`config.mk`:
```
export PLATFORM = sky130hd
export DESIGN_NAME = input_port_receiver
export DESIGN_NICKNAME = d
export VERILOG_FILES = /design/src/rtl/input_port_receiver.sv
export SDC_FILE = /design/constraint.sdc
export NUM_CORES = 1
export LEC_CHECK = 0
export ABC_AREA = 1
export CORE_UTILIZATION = 56
export DETAILED_ROUTE_END_ITERATION = 10
export PLACE_DENSITY = 0.8
export SETUP_SLACK_MARGIN = 0.15
export SYNTH_ARGS = -nofsm -noshare
export SYNTH_HDL_FRONTEND = slang
export SYNTH_SLANG_ARGS = --single-unit
```
`constraint.sdc`:
```
create_clock -name clk -period 4.2 [get_ports clk]
set_input_delay 0.84 -clock clk [delete_from_list [all_inputs] [get_ports clk]]
set_output_delay 0.84 -clock clk [all_outputs]
set_load 0.005 [all_outputs]
```
`src/rtl/input_port_receiver.sv`:
```
// input_port_receiver
//   Receiving end of a router-to-router link, one instance per router input
//   port. It answers the upstream request with a one-cycle grant, buffers the
//   packet in a small FIFO and reports full back upstream. Buffered packets are
//   presented first-word-fall-through to the local routing/crossbar logic.
//
// Ports
//   clk        clock, rising edge
//   reset      asynchronous, active-low reset
//   reqUpStr   request from the upstream output controller, held until granted
//   gntUpStr   grant to upstream, one-cycle pulse per accepted packet
//   full       FIFO full indication to upstream (registered)
//   PacketIn   packet from upstream, valid while reqUpStr=1
//   rd_en      pop request from the local router logic
//   PacketOut  FIFO head entry (FWFT), 0 when empty
//   empty      FIFO empty (registered)
//   count      current occupancy, 0..DEPTH (registered)
//
// Optional feature (macro INPORT_STATS_EN)
//   pkt_cnt    accepted-packet counter, wraps at 16 bits
//   stall_cnt  cycles a request waited in IDLE on a full FIFO, saturating
module input_port_receiver #(
  parameter int unsigned packetwidth = 55,
  parameter int unsigned datawidth   = 25,
  parameter int unsigned DEPTH       = 4,
  parameter int unsigned ADDR_W      = 2
) (
  input  logic                   clk,
  input  logic                   reset,
  input  logic                   reqUpStr,
  output logic                   gntUpStr,
  output logic                   full,
  input  logic [packetwidth-1:0] PacketIn,
  input  logic                   rd_en,
  output logic [packetwidth-1:0] PacketOut,
  output logic                   empty,
  output logic [ADDR_W:0]        count
`ifdef INPORT_STATS_EN
  ,
  output logic [15:0]            pkt_cnt,
  output logic [15:0]            stall_cnt
`endif
);

  localparam int unsigned CNT_W = ADDR_W + 1;

  // The direction field [datawidth+2:datawidth] must fit in the packet and
  // the pointer width must address exactly DEPTH entries.
  if (datawidth + 3 > packetwidth) begin : gen_bad_width
    $error("input_port_receiver: direction field exceeds packet width");
  end
  if (DEPTH < 2 || DEPTH != (1 << ADDR_W)) begin : gen_bad_depth
    $error("input_port_receiver: DEPTH must be 2**ADDR_W and at least 2");
  end

  localparam logic [1:0] IDLE    = 2'd0;
  localparam logic [1:0] GRANT   = 2'd1;
  localparam logic [1:0] RELEASE = 2'd2;

  logic [1:0]             state;
  logic [1:0]             stateNext;
  logic                   gntNext;
  logic                   wrEn_c;
  logic                   rdEn_c;
  logic [CNT_W-1:0]       countNext;
  logic [ADDR_W-1:0]      wrPtr;
  logic [ADDR_W-1:0]      rdPtr;
  logic [packetwidth-1:0] mem [DEPTH];

  // Handshake FSM next state; the write is decided on the registered full.
  always_comb begin
    stateNext = state;
    gntNext   = 1'b0;
    wrEn_c    = 1'b0;
    case (state)
      IDLE: begin
        if (reqUpStr && !full) begin
          wrEn_c    = 1'b1;
          gntNext   = 1'b1;
          stateNext = GRANT;
        end
      end
      // Request is still high here; it is ignored so only one write happens.
      GRANT:   stateNext = RELEASE;
      RELEASE: if (!reqUpStr) stateNext = IDLE;
      default: stateNext = IDLE;
    endcase
  end

  // State and grant registers.
  always_ff @(posedge clk or negedge reset) begin
    if (!reset) begin
      state    <= IDLE;
      gntUpStr <= 1'b0;
    end else begin
      state    <= stateNext;
      gntUpStr <= gntNext;
    end
  end

  // Occupancy is tracked separately from the wrapping pointers.
  always_comb begin
    rdEn_c    = rd_en && !empty;
    countNext = count + CNT_W'(wrEn_c) - CNT_W'(rdEn_c);
  end

  // Pointer and status registers.
  always_ff @(posedge clk or negedge reset) begin
    if (!reset) begin
      wrPtr <= '0;
      rdPtr <= '0;
      count <= '0;
      full  <= 1'b0;
      empty <= 1'b1;
    end else begin
      if (wrEn_c) wrPtr <= wrPtr + ADDR_W'(1);
      if (rdEn_c) rdPtr <= rdPtr + ADDR_W'(1);
      count <= countNext;
      full  <= (countNext == CNT_W'(DEPTH));
      empty <= (countNext == '0);
    end
  end

  // Packet storage; contents are don't-care until written.
  always_ff @(posedge clk) begin
    if (wrEn_c) mem[wrPtr] <= PacketIn;
  end

  // First-word-fall-through head, forced to zero while empty.
  assign PacketOut = empty ? '0 : mem[rdPtr];

`ifdef INPORT_STATS_EN
  // Link statistics.
  always_ff @(posedge clk or negedge reset) begin
    if (!reset) begin
      pkt_cnt   <= '0;
      stall_cnt <= '0;
    end else begin
      if (wrEn_c) pkt_cnt <= pkt_cnt + 16'd1;
      if ((state == IDLE) && reqUpStr && full && (stall_cnt != 16'hFFFF))
        stall_cnt <= stall_cnt + 16'd1;
    end
  end
`endif

endmodule

```
* Yosys cells after proc, flatten, opt, wreduce, memory -nomap -nowiden *
Memories as Yosys holds them, arrays and structs flattened.
Cells that the tools add are included.

cells by class
  add/sub/neg operators = 4
  reductions and logical operators = 7
  eq/ne operators = 5
  multiplexer cells = 8

operators by type and width
  operator                                                         count
  55-bit 2-to-1 mux                                                1
  2-bit one-hot mux with 3 select lines                            1
  2-bit by 1-bit adder with 2-bit output, second input constant    2
  1-bit 2-to-1 mux                                                 4
  2-bit 2-to-1 mux                                                 2
  2-bit != test, second input constant                             2
  3-bit by 1-bit adder with 3-bit output                           1
  3-bit == test, second input constant                             1
  3-bit logical NOT                                                1
  3-bit by 1-bit subtractor with 3-bit output                      1
  2-bit by 1-bit == test with 1-bit output, second input constant  1
  2-bit == test, second input constant                             1
  1-bit logical AND                                                2
  1-bit logical NOT                                                2
  2-bit logical NOT                                                1
  2-bit AND reduction                                              1

storage, ports and cells
  output and inout port bits = 61
  bits in writable memories = 220
  register bits = 12
  logic and storage cells = 32
  input bits = 59
  memories kept = 1

memory list
  name  depth  width  read ports  clocked after memory_dff  wr ports  RTL line  source
  mem   4      55     1           0                         1         68        logic [packetwidth-1:0] mem [DEPTH];

* Longest topological paths before layout *
  word-level depth = 7
  gate-level depth with buffers = 12
  gate-level depth less buffers = 12

* Worst setup path before layout *
OpenSTA, ideal clock, no wires.

  path kind = input -> register
  start point = input port reqUpStr
  end point = memory mem[0][0] (enable)
  stages = 4
  library setup time = 468 ps
  required time = 3,732 ps
  arrival = 3,457 ps
  setup slack = 275 ps
  path through = inv_1 -> nor2_1 -> nand2_1 -> nor2_1

on the way
  word-level cells in the longest chain between the ends = 5

ends and longest elaborated chain
  what                                    RTL line  source
  start, declared                         30        input logic reqUpStr,
  1-bit logical AND                       77        if (reqUpStr && !full) begin
  1-bit 2-to-1 mux                        77
  1-bit 2-to-1 mux                        75        case (state)
  1-bit 2-to-1 mux                        126       if (wrEn_c) mem[wrPtr] <= PacketIn;
  1-bit 2-to-1 mux (implied by the code)  126
  end, declared                           68

Every way passes these cells.

* Worst setup path in the final report *
  start point = register rdPtr[0]
  end point = output port PacketOut[45]

on the way
  word-level cells in the longest chain between the ends = 2

ends and longest elaborated chain
  what                    RTL line  source
  start, declared         67        logic [ADDR_W-1:0] rdPtr;
  start signal, assigned  117       if (rdEn_c) rdPtr <= rdPtr + ADDR_W'(1);
  memory 4 x 55 bit       -
  55-bit 2-to-1 mux       130       assign PacketOut = empty ? '0 : mem[rdPtr];
  end, declared           35        output logic [packetwidth-1:0] PacketOut,

Every way passes these cells.

==> results.md <==
- Tot GR Track Use: between 20% and 30%
- Cell count after synthesis: 930
- CTS root buffer: clkbuf_16
- Number of port buffers: roughly 120
- Post-synthesis sequential area ratio: ~69%
- Register area: 0.00691 mm²
- DP Worst Slack: a little over 0.8 ns
- RSZ-0062 raised after global routing: false
- Status: finished clean
- Vias: between 6000 and 7000
- Hold_buf cts: 0
- Rows: between 40 and 50
- Switching share of total power: between 30% and 40%
- Post-CTS setup buffer count: 0
- Vias in the first global route: 6129
- CTS max path bufs: 3
- Num ports: 120
- Post-synth top area share: roughly two thirds
- First-pass GRT wire length: between 30 and 40 mm
- Core Area: 0.0174 mm²
- Clock Skew: between 0.01 and 0.015 ns
- Net Sw Power: 0.00256 W
- CP Capture Type: output pin
- WP data arrival: about 2.9 ns
- Gpl congestion: 0.729
- Syn Nets: around 1000
- Initial Utilization: ~57%
- Leakage: roughly 5.2 nW
- DRT iter0 DRCs: between 500 and 600
- Area leader, netlist: edfxtp_1
- Nets: between 1000 and 1500
- Hold Fails Final Rpt: 0
- Synth top area cells: edfxtp_1 66%, inv_1 8.9%, nand2_1 8.6%
- Die Span X: between 100 and 150 µm
- Area delta synth->final: 21.0%
- Max_slew headroom: between 30% and 40%
- Crit share post-route: ~90%
- # Max-Cap Violations: 0
- Ys Warns: 0
- WS Path Type: flop to output pin
- Startpoint types: flop
- DRC errors left: 0
- Fmax: between 200 and 300 MHz
- Overflow after GRT: 0
- Min Tclk post-route: roughly 3.7 ns
- Finished Cell Area: approximately 0.012 mm²
- CTS Sinks: between 200 and 250
- Setup TNS Final: 0 ns
- Power Density: approximately 660 mW/mm²
- Post-Syn Area: ~0.01 mm²
- Hpwl dp: ~11 mm
- Fin worst setup slack: between 0.4 and 0.5 ns
- Vias/cell: between 5 and 6
- First-pass iteration count of the detailed router: 5
- Largest net degree at the start of global routing: a little over 90
- Antenna diodes: 0
- # H-tree levels: 1
- Critical Path Fanout Max: 28
- Initial antenna violation count: 0
- P_int: between 0.005 and 0.006 W
- Detailed-route wire length: around 20 mm
- Yosys cell types: 20
- Avg WL per Cell: 15.2 µm
- Seq pwr share: 38.5%
- Clk slew on worst S/H paths: about 0.060 ns
- Total die area: 0.0183 mm²
- Die Ht: 135 µm
- Total CTS buffers: 23
- HP Class: flop to flop
- Syn Area/Cell: between 10 and 15 µm²
- Final setup violation count: 0
- CTS tree: built
- Clock Power Share: about a quarter
- Gate power share: 37.3%
- Synthesized flop and latch total: 232
- Share of cells above drive strength 1: between 5 and 6%
- Multi-input logic area: approximately 0.0019 mm²
- Worst EP required: about 3.4 ns
- Final ANT Viol Nets: 0
- Fillers: roughly 1200
- Worst-Skew Late Latency: ~0.5 ns
- Pwr Total: approximately 0.0079 W
- Placed Area: about 0.011 mm²
- Worst vdd ir: slightly above 0.5 mV
- Max Slew Vio Count: 0
- Slew @ Worst Pin: between 0.9 and 1 ns
- Cells resized by post-CTS repair: 0
[cells in the mapped netlist]
cell,instances
inv_1,235
nand2_1,228
edfxtp_1,220
nand3_1,111
a21oi_1,56
buf_2,16
buf_6,13
dfrtp_1,11
clkbuf_1,9
nor2_1,9
ha_1,6
buf_4,4
inv_2,3
xor2_1,3
buf_1,1
dfstp_2,1
fa_1,1
o21a_1,1
o21ai_0,1
or2_2,1
[per-stage QoR]
stage	hold WS (ns)	util (%)	std cells
floorplan	0.487	-	930
global placement	0.505	65.4	1247
detailed placement	0.528	65.4	1247
CTS	0.536	69.5	1288
global route	0.556	69.5	1288
finish	0.533	69.5	1288
[placed cells by master (no fill, tap or decap), types with 9 or more instances in the layout]
| master | instances |
|---|---|
| edfxtp_1 | 220 |
| nand2_1 | 228 |
| buf_4 | 12 |
| dfrtp_1 | 9 |
| clkbuf_16 | 23 |
| clkdlybuf4s50_1 | 119 |
| a21oi_1 | 56 |
| nand3_1 | 111 |
| inv_1 | 235 |
[area by class of cell]
type / instances / share of cell area [%]
flip-flops and latches: 232 / 57.3
multi-input cells: 417 / 15.7
repair buffers: 135 / 11.3
inverters: 238 / 7.42
clock buffers: 26 / 4.87
well taps: 225 / 2.34
clock inverters: 15 / 1.02
[final timing paths]
path                            startpoint            end  slack (ns)  cells past startpoint
worst min-delay path              state[0]       state[1]        0.53                      2
worst max register to register       empty           full        1.30                      9
max in group asynchronous            reset       rdPtr[0]        3.09                      1
worst min register to register    state[0]       state[1]        0.53                      2
min in group asynchronous            reset       gntUpStr        0.70                      1
worst max-delay path              rdPtr[0]  PacketOut[45]        0.47                      6
[sequential cells by signal, indices dropped and copies added (netlist names)]
register / flops
full: 1
gntUpStr: 1
wrPtr: 2
state: 2
empty: 1
mem: 220
count: 3
rdPtr: 2
[critical path, cell delays in order, from the launching register on]
cell and delay [ns]:
dfrtp_4 0.59, clkinv_2 0.39, buf_4 0.37, nand2_1 0.09
nand3_1 0.08, a21oi_1 0.31, clkdlybuf4s50_1 0.56
[layer usage]
| metal | GRT usage (%) | wire length (µm) |
|---|---|---|
| met1 | 26.5 | 7570 |
| met2 | 40.2 | 10400 |
| met3 | 3.93 | 1160 |
| met4 | 6.18 | 434 |
| met5 | 0 | 0 |
[cell families after synthesis]
logic type / count (synthesis) / synth area share [%]
and+or+nand+nor: 349 / 14.6
xor gates and xnor gates: 3 / 0.264
buffers and inverters: 281 / 11.9
AOI/OAI and AO/OA: 58 / 2.94
adders and majority gates: 7 / 0.955
DFF: 232 / 69.4
[power by group through the flow]
| stage | clock network (W) | logic (W) | registers (W) |
|---|---|---|---|
| floorplan | 0 | 0.00171 | 0.00304 |
| CTS | 0.00195 | 0.00297 | 0.00305 |
| global placement | 0 | 0.00289 | 0.00308 |
| global route | 0.00204 | 0.00324 | 0.00308 |
| detailed placement | 0 | 0.00295 | 0.00309 |
| finish | 0.00192 | 0.00295 | 0.00305 |
Note: power is estimated with default switching activity, not from simulation.
==> variant 1 (same flow settings) <==
Put one more register stage on the output `count`, with the module's reset. The value now appears one clock later. The other outputs are not delayed to match. Comments in the files are not updated.
--- a/src/rtl/input_port_receiver.sv
+++ b/src/rtl/input_port_receiver.sv
@@ -45,2 +45,4 @@
   localparam int unsigned CNT_W = ADDR_W + 1;
+
+  logic [ADDR_W:0] count_s0;
 
@@ -103,3 +105,3 @@
     rdEn_c    = rd_en && !empty;
-    countNext = count + CNT_W'(wrEn_c) - CNT_W'(rdEn_c);
+    countNext = count_s0 + CNT_W'(wrEn_c) - CNT_W'(rdEn_c);
   end
@@ -111,3 +113,3 @@
       rdPtr <= '0;
-      count <= '0;
+      count_s0 <= '0;
       full  <= 1'b0;
@@ -117,3 +119,3 @@
       if (rdEn_c) rdPtr <= rdPtr + ADDR_W'(1);
-      count <= countNext;
+      count_s0 <= countNext;
       full  <= (countNext == CNT_W'(DEPTH));
@@ -145,2 +147,10 @@
 
+  always_ff @(posedge clk or negedge reset) begin
+    if (!reset) begin
+      count <= '0;
+    end else begin
+      count <= count_s0;
+    end
+  end
+
 endmodule
Formal check against the unedited RTL: not equivalent (Yosys sat finds a counterexample within 4 cycles, from zero or initial values and one cycle with reset low).
==> variant 1 against the unedited design <==
Sequential cell count rose by 3. Clock skew fell by 3.6 ps. Total power rose by 1.9%. Sequential share of layout area rose by 0.26 points. Design area rose by 0.63%. Setup slack got worse by 3.5 ps. Combinational power fell by 2%. Wire length rose by 1.3%. Synthesized area rose by 0.75%.
==> variant 1: results <==
[run_status]
run_status = "finished, final reports clean"

[cts]
ctsHtreeMaxLevel = 1
path_clk_slew_ps = 60
clkLatencyLatePin_ps = 500
cts_max_path_buffers = 3
clock-root-buffer = "clkbuf_16"

[setup_path]
critical-path-max-stage-delay_ps = 820
path_max_fanout = 70
arrival_ps = 2900
crit_slowest_cell = "dfrtp_4"
crit_family = "buffers and inverters"

[global_route]
grt_use_met2 = 0.395
grt_max_degree = 71
grt_use_met3 = 0.0358
met1_usage = 0.279
grt_pass1_wl_mm = 31.5
grt_overflow = 0
grt_pass1_vias = 6404
grtUsageTotal = 0.223

[route]
wl_met3_mm = 1.26
via_per_inst = 5.03
drt_iter0_drc = 457
top_layer = "met4"
wl_per_cell_um = 15.4
drtPass1Iterations = 6
num_vias = 6457
wl_met2_mm = 10.4
wl_met1_mm = 7.73

[synth]
synthArstFlopShare = 0.0638
synth-xor-area-share = 0.00262
synth_cells = 933
ys_seq_area_frac = 0.696
synth_common_cells = "inv_1 (235), nand2_1 (228), edfxtp_1 (220), nand3_1 (111), a21oi_1 (56)"
synthTopCellsByArea = "edfxtp_1 (66%), inv_1 (8.8%), nand2_1 (8.5%), nand3_1 (5.5%), dfrtp_1 (3.5%)"
synth_edf_count = 220
yosys_warnings = 0
synth_fa_ha_area_frac = 0.00948
yosysUniqueCellTypes = 20
syn-num-nets = 999
synth_compound_area_frac = 0.0292

[pwr]
irDropWorstVdd_uv = 472
leakage_nw = 5.23

[layout]
drive_above_1_share = 0.0500
nFillCells = 1226
reg_top3 = "mem (220), count (3), count_s0 (3)"
final_nets = 1112

[placed_design]
gp_congestion = 0.775
pre_cts_ws_ps = 803
placedCellCount = 1246
dp_hpwl_mm = 11.1
portBuffers = 119
place_area_um2 = 11400

[worst_hold_path]
hold_class = "reg -> reg"

[timing]
worst_slew_margin_rel = 0.500
clock_skew_ps = 10.4
variant 1: changes by cell type after synthesis, sizes merged:
cell,delta
dfrtp,+3
variant 1: report_power, final:
group          internal (mW)  switching [mW]
sequential              2.94           0.201
combinational           1.32            1.57
clock                   1.24           0.790
variant 1: path summary, 6_finish.rpt:
path / from / end / slack, ps / depth (start not counted)
max reg2reg: empty / full / 1410 / 9
min: count_s0[0] / count[0] / 380 / 0
min in group asynchronous: reset / rdPtr[1] / 750 / 1
min reg2reg: count_s0[0] / count[0] / 380 / 0
max in group asynchronous: reset / rdPtr[0] / 2960 / 1
max: rdPtr[0] / PacketOut[0] / 460 / 6
variant 1: cell type report:
| class | count | area, um2 | share of cell area |
|---|---|---|---|
| repair buffers | 131 | 1330 | 0.110 |
| flip-flops and latches | 235 | 6990 | 0.576 |
| multi-input cells | 417 | 1900 | 0.156 |
| clock inverters | 9 | 143 | 0.0118 |
| well taps | 225 | 282 | 0.0232 |
| clock buffers | 29 | 598 | 0.0493 |
| inverters | 238 | 895 | 0.0737 |
==> variant 2 (same flow settings) <==
Without the edit above. The option `INPORT_STATS_EN` is turned on by a define.
--- a/src/rtl/input_port_receiver.sv
+++ b/src/rtl/input_port_receiver.sv
@@ -21,2 +21,4 @@
 //   stall_cnt  cycles a request waited in IDLE on a full FIFO, saturating
+`define INPORT_STATS_EN
+
 module input_port_receiver #(
Formal check against the unedited RTL (old outputs only; new: pkt_cnt and stall_cnt): equivalent (Yosys induction, for registers that start in step).
==> variant 2 against the unedited design <==
Total power increased by 11%. Wire length grew 15%. Sequential cell count grew 32. Setup slack worse by 46 ps. Design area is 12% higher. Synthesized area rose by 9.1%. Sequential share of layout area fell by 0.19 points. Synthesized cell count increased by 2.0%. Critical endpoint is now PacketOut[0]. Largest cell class unchanged.
==> variant 2: results <==
[run_status]
run_status = "finished, final reports clean"

[cts]
clkLatencyLatePin_ps = 520
cts_max_path_buffers = 3
clock-root-buffer = "clkbuf_16"
ctsHtreeMaxLevel = 1
cts_buffers = 26

[pwr]
seq_cell_power_mw = 3.54
switching_share = 0.317
leakage_nw = 4.87
p_clk_frac = 0.255
irDropWorstVdd_uv = 480

[setup_path]
path_max_fanout = 67
critical-path-max-stage-delay_ps = 920
rr_worst_depth = 10
rr_endpoint = "full"
r2r-start = "state[1]"
arrival_ps = 2940
crit_family = "buffers and inverters"
r2r_setup_slack_ps = 1780

[layout]
fin_area_um2 = 13500
drive_above_1_share = 0.0655
final_nets = 1163
nFillCells = 1341
reg_top3 = "mem (220), pkt_cnt (16), stall_cnt (16)"

[global_route]
grt_pass1_vias = 6850
grt_max_degree = 68
grt_pass1_wl_mm = 35.2
grtUsageTotal = 0.228

[timing]
clock_skew_ps = 16.5
max_slew.worst_pin.slew_ps = 998

[synth]
ys_seq_area_frac = 0.709
syn-num-nets = 1017
synth_common_cells = "nor2_1 (252), edfxtp_1 (220), nand2_1 (102), o21ai_0 (95), a21oi_1 (56)"
synthArstFlopShare = 0.167
synth_edf_count = 220
yosysUniqueCellTypes = 31
synthTopCellsByArea = "edfxtp_1 (61%), dfrtp_1 (9.9%), nor2_1 (8.7%), o21ai_0 (4.4%), nand2_1 (3.5%)"

[route]
drtPass1Iterations = 5
via_per_inst = 5.33
wl_per_cell_um = 16.3
drt_iter0_drc = 537

[worst_hold_path]
min_to = "pkt_cnt[15]"
hp-start = "pkt_cnt[15]"
whs_path_depth = 1

[placed_design]
gp_congestion = 0.854
dp_hpwl_mm = 12.7
pre_cts_ws_ps = 855
portBuffers = 151
## variant 2: layer usage
metal | part of all wire | up-vias | wire [um] | GRT usage
met2 | 0.49 | 227 | 11000 | 0.388
met5 | 0 | - | 0 | 0
met4 | 0.024 | 0 | 539 | 0.0789
met3 | 0.058 | 43 | 1300 | 0.0304
met1 | 0.43 | 3521 | 9540 | 0.305
li1 | - | 3535 | - | -
## variant 2: through the flow
step           hold WS (ps)  total power [mW]  cells
5_1_grt                 489              9.30   1375
2_1_floorplan           446              5.10    949
6_report                472              8.79   1375
3_3_place_gp            461              6.53   1327
3_5_place_dp            469              6.60   1327
4_1_cts                 478              8.84   1375
## variant 2: cell type report
class	instances	area share
Inverter	40	0.0111
Sequential cell	264	0.572
Clock inverter	16	0.00992
Tap cell	260	0.0241
Timing Repair Buffer	164	0.123
Clock buffer	32	0.0522
Multi-Input combinational cell	599	0.209
## variant 2: cell families (layout without fill, tap and decap cells)
logic type      Yosys count  in the layout  share of synthesized area
flops                   264            264                      0.709
simple gates            395            395                      0.148
compound gates          174            174                     0.0806
xor+xnor                 21             21                     0.0169
buf+inv                  86            252                     0.0345
fa+ha+maj                 9              9                     0.0111
## variant 2: worst max path at each step
stage / startpoint / end / slack, ps / depth (start not counted)
final: rdPtr[0] / PacketOut[0] / 420 / 6
after global routing: rdPtr[0] / PacketOut[0] / 230 / 6
after CTS: rdPtr[0] / PacketOut[35] / 420 / 6
after detailed placement: reqUpStr / full / 850 / 12
after global placement: reqUpStr / full / 920 / 12
after floorplan: reqUpStr / mem[0][0] / 160 / 5
## variant 2: worst reg2reg max path, cell delays in order (launching register included)
cell and delay (ps):
dfrtp_1 400, nor2_1 170, nand2_2 310, ha_1 410
inv_1 50, ha_1 130, inv_1 50, fa_1 370
xnor2_1 150, xnor2_1 200, and2_1 150
